--- config.mk ---
export PLATFORM = sky130hd
export DESIGN_NAME = a51_search_ctrl_flat
export DESIGN_NICKNAME = d
export VERILOG_FILES = /design/src/rtl/a51_search_ctrl_if.sv /design/src/rtl/a51_search_ctrl.sv /design/src/flat_wrapper.sv
export SDC_FILE = /design/constraint.sdc
export NUM_CORES = 1
export LEC_CHECK = 0
export CAP_MARGIN = 20
export CORE_ASPECT_RATIO = 1.25
export CORE_MARGIN = 4
export CORE_UTILIZATION = 54
export DETAILED_ROUTE_END_ITERATION = 12
export PLACE_DENSITY = 0.81
export SLEW_MARGIN = 20
export SYNTH_ARGS = -nofsm -noshare
export SYNTH_HDL_FRONTEND = slang
export SYNTH_SLANG_ARGS = --single-unit
--- constraint.sdc ---
create_clock -name clk -period 6 [get_ports clk]
set_input_delay 1.8 -clock clk [delete_from_list [all_inputs] [get_ports clk]]
set_output_delay 1.8 -clock clk [all_outputs]
set_load 0.02 [all_outputs]
--- src/rtl/a51_search_ctrl_if.sv ---
// Host/pipeline/result bundle for the A5/1 candidate search controller.
// master = host plus keystream pipeline side, slave = controller.
interface a51_search_ctrl_if #(
    parameter int unsigned StateWidth = 64
);
    logic                  start;
    logic                  abort;
    logic [StateWidth-1:0] base_state;
    logic [31:0]           count;
    logic [StateWidth-1:0] target;
    logic [StateWidth-1:0] mask;
    logic                  pl_enable;
    logic [StateWidth-1:0] pl_state;
    logic [StateWidth-1:0] pl_keystream;
    logic                  match_valid;
    logic                  match_ready;
    logic [StateWidth-1:0] match_state;
    logic                  busy;
    logic                  done;
    logic [31:0]           hits;

    modport master (
        output start, abort, base_state, count, target, mask, pl_keystream, match_ready,
        input  pl_enable, pl_state, match_valid, match_state, busy, done, hits
    );

    modport slave (
        input  start, abort, base_state, count, target, mask, pl_keystream, match_ready,
        output pl_enable, pl_state, match_valid, match_state, busy, done, hits
    );
endinterface

--- src/rtl/a51_search_ctrl.sv ---
// Issues consecutive candidate states into a fixed-latency keystream pipeline and
// reports candidates whose masked keystream equals the target.
module a51_search_ctrl #(
    parameter int unsigned StateWidth = 64,
    parameter int unsigned Latency    = 100
) (
    input logic                clk,
    input logic                rst_n,
    a51_search_ctrl_if.slave   bus
);
    typedef enum logic [1:0] {StIdle, StRun, StDrain} state_e;

    state_e                state_q, state_d;
    logic [StateWidth-1:0] base_q, base_d;
    logic [StateWidth-1:0] target_q, target_d;
    logic [StateWidth-1:0] mask_q, mask_d;
    logic [StateWidth-1:0] match_state_q, match_state_d;
    logic [31:0]           count_q, count_d;
    logic [31:0]           issue_idx_q, issue_idx_d;
    logic [31:0]           retire_idx_q, retire_idx_d;
    logic [31:0]           hits_q, hits_d;
    logic [Latency-1:0]    tag_q, tag_d;
    logic                  match_valid_q, match_valid_d;
    logic                  done_q, done_d;

    logic pl_enable;
    logic issue_valid;
    logic retire;
    logic hit;

    // Everything that tracks the pipeline freezes while a match waits for its consumer.
    always_comb begin
        pl_enable   = (state_q != StIdle) && !(match_valid_q && !bus.match_ready);
        issue_valid = (state_q == StRun);
        retire      = pl_enable && tag_q[Latency-1];
        hit         = retire && (((bus.pl_keystream ^ target_q) & mask_q) == '0);
    end

    always_comb begin
        state_d       = state_q;
        base_d        = base_q;
        target_d      = target_q;
        mask_d        = mask_q;
        match_state_d = match_state_q;
        count_d       = count_q;
        issue_idx_d   = issue_idx_q;
        retire_idx_d  = retire_idx_q;
        hits_d        = hits_q;
        tag_d         = tag_q;
        match_valid_d = match_valid_q;
        done_d        = 1'b0;

        unique case (state_q)
            StIdle: begin
                if (bus.start) begin
                    base_d       = bus.base_state;
                    count_d      = bus.count;
                    target_d     = bus.target;
                    mask_d       = bus.mask;
                    issue_idx_d  = '0;
                    retire_idx_d = '0;
                    hits_d       = '0;
                    if (bus.count == '0) begin
                        done_d = 1'b1;
                    end else begin
                        state_d = StRun;
                    end
                end
            end
            StRun, StDrain: begin
                if (pl_enable) begin
                    tag_d = {tag_q[Latency-2:0], issue_valid};
                    if (state_q == StRun) begin
                        issue_idx_d = issue_idx_q + 32'd1;
                        if (issue_idx_q == count_q - 32'd1) begin
                            state_d = StDrain;
                        end
                    end
                    if (retire) begin
                        retire_idx_d = retire_idx_q + 32'd1;
                    end
                end
                // A fresh hit overrides the consume-clear of the previous one.
                if (hit) begin
                    match_valid_d = 1'b1;
                    match_state_d = base_q + StateWidth'(retire_idx_q);
                    if (hits_q != '1) begin
                        hits_d = hits_q + 32'd1;
                    end
                end else if (match_valid_q && bus.match_ready) begin
                    match_valid_d = 1'b0;
                end
                if (state_q == StDrain && retire_idx_q == count_q && !match_valid_q) begin
                    state_d = StIdle;
                    done_d  = 1'b1;
                end
                if (bus.abort) begin
                    state_d       = StIdle;
                    tag_d         = '0;
                    match_valid_d = 1'b0;
                    issue_idx_d   = '0;
                    retire_idx_d  = '0;
                    done_d        = 1'b0;
                end
            end
            default: state_d = StIdle;
        endcase
    end

    always_ff @(posedge clk) begin
        if (!rst_n) begin
            state_q       <= StIdle;
            base_q        <= '0;
            target_q      <= '0;
            mask_q        <= '0;
            match_state_q <= '0;
            count_q       <= '0;
            issue_idx_q   <= '0;
            retire_idx_q  <= '0;
            hits_q        <= '0;
            tag_q         <= '0;
            match_valid_q <= 1'b0;
            done_q        <= 1'b0;
        end else begin
            state_q       <= state_d;
            base_q        <= base_d;
            target_q      <= target_d;
            mask_q        <= mask_d;
            match_state_q <= match_state_d;
            count_q       <= count_d;
            issue_idx_q   <= issue_idx_d;
            retire_idx_q  <= retire_idx_d;
            hits_q        <= hits_d;
            tag_q         <= tag_d;
            match_valid_q <= match_valid_d;
            done_q        <= done_d;
        end
    end

    assign bus.pl_enable   = pl_enable;
    assign bus.pl_state    = (state_q == StRun) ? base_q + StateWidth'(issue_idx_q) : '0;
    assign bus.match_valid = match_valid_q;
    assign bus.match_state = match_state_q;
    assign bus.busy        = (state_q != StIdle);
    assign bus.done        = done_q;
    assign bus.hits        = hits_q;
endmodule

--- src/flat_wrapper.sv ---
// flat-port wrapper written by rule: the top's interface ports become plain ports
module a51_search_ctrl_flat 
#(
    parameter int unsigned StateWidth = 64,
    parameter int unsigned Latency    = 100
)
  (clk, rst_n, bus_start, bus_abort, bus_base_state, bus_count, bus_target, bus_mask, bus_pl_keystream, bus_match_ready, bus_pl_enable, bus_pl_state, bus_match_valid, bus_match_state, bus_busy, bus_done, bus_hits);
  a51_search_ctrl_if #(.StateWidth(StateWidth)) bus_i ();
  input logic clk;
  input logic rst_n;
  input wire logic [$bits(bus_i.start)-1:0] bus_start;
  input wire logic [$bits(bus_i.abort)-1:0] bus_abort;
  input wire logic [$bits(bus_i.base_state)-1:0] bus_base_state;
  input wire logic [$bits(bus_i.count)-1:0] bus_count;
  input wire logic [$bits(bus_i.target)-1:0] bus_target;
  input wire logic [$bits(bus_i.mask)-1:0] bus_mask;
  input wire logic [$bits(bus_i.pl_keystream)-1:0] bus_pl_keystream;
  input wire logic [$bits(bus_i.match_ready)-1:0] bus_match_ready;
  output wire logic [$bits(bus_i.pl_enable)-1:0] bus_pl_enable;
  output wire logic [$bits(bus_i.pl_state)-1:0] bus_pl_state;
  output wire logic [$bits(bus_i.match_valid)-1:0] bus_match_valid;
  output wire logic [$bits(bus_i.match_state)-1:0] bus_match_state;
  output wire logic [$bits(bus_i.busy)-1:0] bus_busy;
  output wire logic [$bits(bus_i.done)-1:0] bus_done;
  output wire logic [$bits(bus_i.hits)-1:0] bus_hits;
  assign bus_i.start = bus_start;
  assign bus_i.abort = bus_abort;
  assign bus_i.base_state = bus_base_state;
  assign bus_i.count = bus_count;
  assign bus_i.target = bus_target;
  assign bus_i.mask = bus_mask;
  assign bus_i.pl_keystream = bus_pl_keystream;
  assign bus_i.match_ready = bus_match_ready;
  assign bus_pl_enable = bus_i.pl_enable;
  assign bus_pl_state = bus_i.pl_state;
  assign bus_match_valid = bus_i.match_valid;
  assign bus_match_state = bus_i.match_state;
  assign bus_busy = bus_i.busy;
  assign bus_done = bus_i.done;
  assign bus_hits = bus_i.hits;
  a51_search_ctrl #(.StateWidth(StateWidth), .Latency(Latency)) u_core (.clk(clk), .rst_n(rst_n), .bus(bus_i));
endmodule
==> results.py <==
metrics = {
    "critical_path": {
        "r2r_end": "u_core.bus.hits[18]$_SDFFE_PN0P_",
        "worst_setup_path_end_kind": "primary output",
        "cp_data_arrival_time_ns": 4.07,
        "reg2reg_from": "u_core.state_q[0]$_SDFFE_PN0P_",
        "cp_data_required_time_ns": 4.20,
        "worstSetupPathType": "reg -> out",
        "start_kind": "register",
        "reg2reg_slack_ns": 2.15,
        "cp_max_fo": 15,
        "r2r_cells": 11,
    },
    "placement": {
        "routabilityCongestion": 1.00,
        "pre_cts_slack_ns": 0.258,
        "placed_cell_area_sq_um": 30700,
        "dp_hpwl_um": 73800,
        "port_buffers": 456,
        "place_inst": 4198,
    },
    "route": {
        "drt_iter0_drc": 2195,
        "drt_first_pass_iters": 6,
        "routed-via-count": 26138,
        "routed_wl_um": 97400,
        "drt-vias-per-instance": 6.08,
        "drtAntennaViolNets": 0,
        "drc": 0,
        "wl_per_cell_um": 22.6,
    },
    "sta": {
        "slew_headroom_pct": 30.0,
        "worst-slew-pin-transition_ns": 1.05,
        "setup_slack_ns": 0.128,
        "skew_ns": 0.0211,
        "max_freq_mhz": 170,
        "fin_crit_ns": 5.87,
        "finalHoldViolCount": 0,
        "slew_viol_final": 0,
        "setup_tns_ns": 0,
        "finalCritPeriodShare_pct": 97.9,
        "setup_viol": 0,
        "whs_ns": 0.454,
    },
    "grt": {
        "grt_pass1_vias": 25819,
        "antenna_found_initial": 18,
        "track_usage_pct": 36.5,
        "grt_remaining_overflow": 0,
        "grt_pass1_wl_um": 147000,
        "grt_max_degree": 240,
    },
    "final_layout": {
        "multi_input_area_sq_um": 14900,
        "post-route-util_pct": 70.1,
        "fin_area_sq_um": 32600,
        "nets": 3987,
        "seq_area_sq_um": 9770,
        "finalNonFillerCells": 4302,
        "drive_gt1_share_pct": 5.71,
        "final_common_cell": "nand2_1",
        "syn_to_final_growth_pct": 27.3,
        "fill_cells": 3745,
        "final_cell_mix": "nand2_1, dfxtp_1, clkdlybuf4s50_1",
    },
    "clocking": {
        "ctsHtreeMaxLevel": 2,
        "cts_setup_buffers": 0,
        "numClockSinks": 488,
        "cts_inserted_buffers": 49,
        "worst_skew_pair.late_latency_ns": 0.60,
        "clk_path_buf_depth": 3,
        "clkTransAtPathRegs_ns": 0.06,
        "cts_tree": "yes",
        "cts_hold_buffers": 0,
        "cts-root-buf": "clkbuf_16",
    },
    "flow_run": {
        "cap_violations": 0,
    },
    "power": {
        "leakage_nw": 12.5,
        "peakVddDrop_mv": 0.276,
        "power_density_nw_per_um2": 294,
        "p_total_mw": 9.56,
    },
    "die": {
        "placeableCoreArea_sq_um": 46500,
        "pin_count": 457,
        "die-area_sq_um": 50900,
        "fp.dieW_um": 203,
        "row_count": 88,
        "die_y_um": 251,
        "start_util_pct": 55.0,
    },
    "outcome": {
        "outcome": "finished, final reports clean",
    },
    "yosys": {
        "synth_warnings": 0,
        "avgSynthCellArea_sq_um": 7.82,
        "ys_ff_latch": 488,
        "synth-edff-count": 0,
        "synth_top_flop_cell": "dfxtp_1",
        "syn-num-nets": 3636,
        "synth.distinct_cells": 81,
        "synthCells": 3269,
        "synth_area_sq_um": 25600,
        "async_flop_share_pct": 0,
        "seq_area_frac_synth_pct": 38.2,
    },
    "min_path": {
        "worstHoldEndpoint": "u_core.bus.match_state[28]$_SDFFE_PN0P_",
        "holdPathStages": 2,
        "hp-class": "reg -> reg",
        "hold_start": "u_core.bus.match_state[28]$_SDFFE_PN0P_",
    },
}
Yosys cell counts (12+ instances only):
cell type  count  area [sq um]
a21o_1        35           263
nand3_1       62           310
a22oi_1      127           953
a311oi_1      14           123
or3_1         48           300
mux2i_1       44           440
xor2_1       175          1530
nor2_1       301          1130
o31ai_1       21           158
nor3_1        42           210
o21ai_0       90           450
or4_1         28           210
nand2b_1      27           169
o21bai_1      12          90.1
ha_1          72           901
inv_1         33           124
a21oi_1      354          1770
dfxtp_1      488          9770
nand2_1      609          2290
nand4_1       55           344
a41o_1        13           130
a211oi_1      26           195
a31oi_1       29           181
nor4_1        39           244
and2_1        18           113
and4_1        13           114
a31o_2        13           114
clkbuf_1     212           796
xnor2_1       64           561
and3_1        42           263
where the power goes:
group / internal [mW] / leakage [nW] / switching [mW]
logic: 0.889 / 7.74 / 1.57
clock network: 2.00 / 0.843 / 1.35
registers: 3.45 / 3.96 / 0.293
critical path: stages (launching register included):
cell and delay (ns):
dfxtp_1 0.33, buf_4 0.16, ha_1 0.27, a21o_1 0.14, nand4_1 0.17, a21oi_2 0.26
o31ai_1 0.12, buf_4 0.18, a211oi_2 0.28, o2111ai_1 0.14, buf_4 0.23, a21oi_1 0.20
mux2i_1 0.32, clkdlybuf4s50_1 0.67
repair_timing:
item,4_1_cts,5_1_grt
endpoints found under the setup margin,19,29
pin swaps,0,1
gates cloned,0,0
gates resized for setup,20,24
state kept, by name, summed over array words and instances (netlist names):
signal / count
u_core.target_q: 64
u_core.bus.match_valid: 1
u_core.bus.done: 1
u_core.tag_q: 100
u_core.count_q: 32
u_core.issue_idx_q: 32
u_core.mask_q: 64
u_core.state_q: 2
u_core.bus.match_state: 64
u_core.bus.hits: 32
u_core.retire_idx_q: 32
u_core.base_q: 64
final cells by class:
cell class                 instances  area share, %
sequential                       488           30.0
timing repair buffer             526           15.9
clock inverter                    20           1.11
tap                              630           2.42
clock buffer                      70           4.25
antenna                           13         0.0999
multi-input combinational       2519           45.8
inverter                          36          0.438
worst max-delay path by stage:
| stage | startpoint | to | slack, ns |
|---|---|---|---|
| floorplan | u_core.issue_idx_q[0]$_SDFFE_PN0P_ | bus_pl_state[56] | 1.01 |
| global placement | u_core.base_q[0]$_SDFFE_PN0P_ | bus_pl_state[54] | 0.36 |
| detailed placement | u_core.base_q[0]$_SDFFE_PN0P_ | bus_pl_state[60] | 0.26 |
| CTS | u_core.base_q[0]$_SDFFE_PN0P_ | bus_pl_state[30] | 0.01 |
| global route | u_core.issue_idx_q[3]$_SDFFE_PN0P_ | bus_pl_state[58] | -0.04 |
| finish | u_core.issue_idx_q[1]$_SDFFE_PN0P_ | bus_pl_state[43] | 0.13 |
kinds of logic after synthesis:
logic type               count (synthesis)  synth area share [%]
multiplexers                            44                  1.72
adder cells (fa/ha/maj)                 74                  3.68
XOR/XNOR                               239                  8.19
AO/OA/AOI/OAI                          824                  20.2
buffers and inverters                  262                  3.96
flip-flops                             488                  38.2
AND/OR/NAND/NOR                       1338                  24.0
metal layers:
layer | vias to the layer above | global-route usage, % | wire, um
met1 | 12298 | 39.6 | 34700
met3 | 368 | 8.63 | 7410
met2 | 1214 | 62.5 | 47100
met5 | - | 0 | 77
li1 | 12246 | - | -
met4 | 12 | 26.0 | 8110
(Power assumes the default switching activity.)
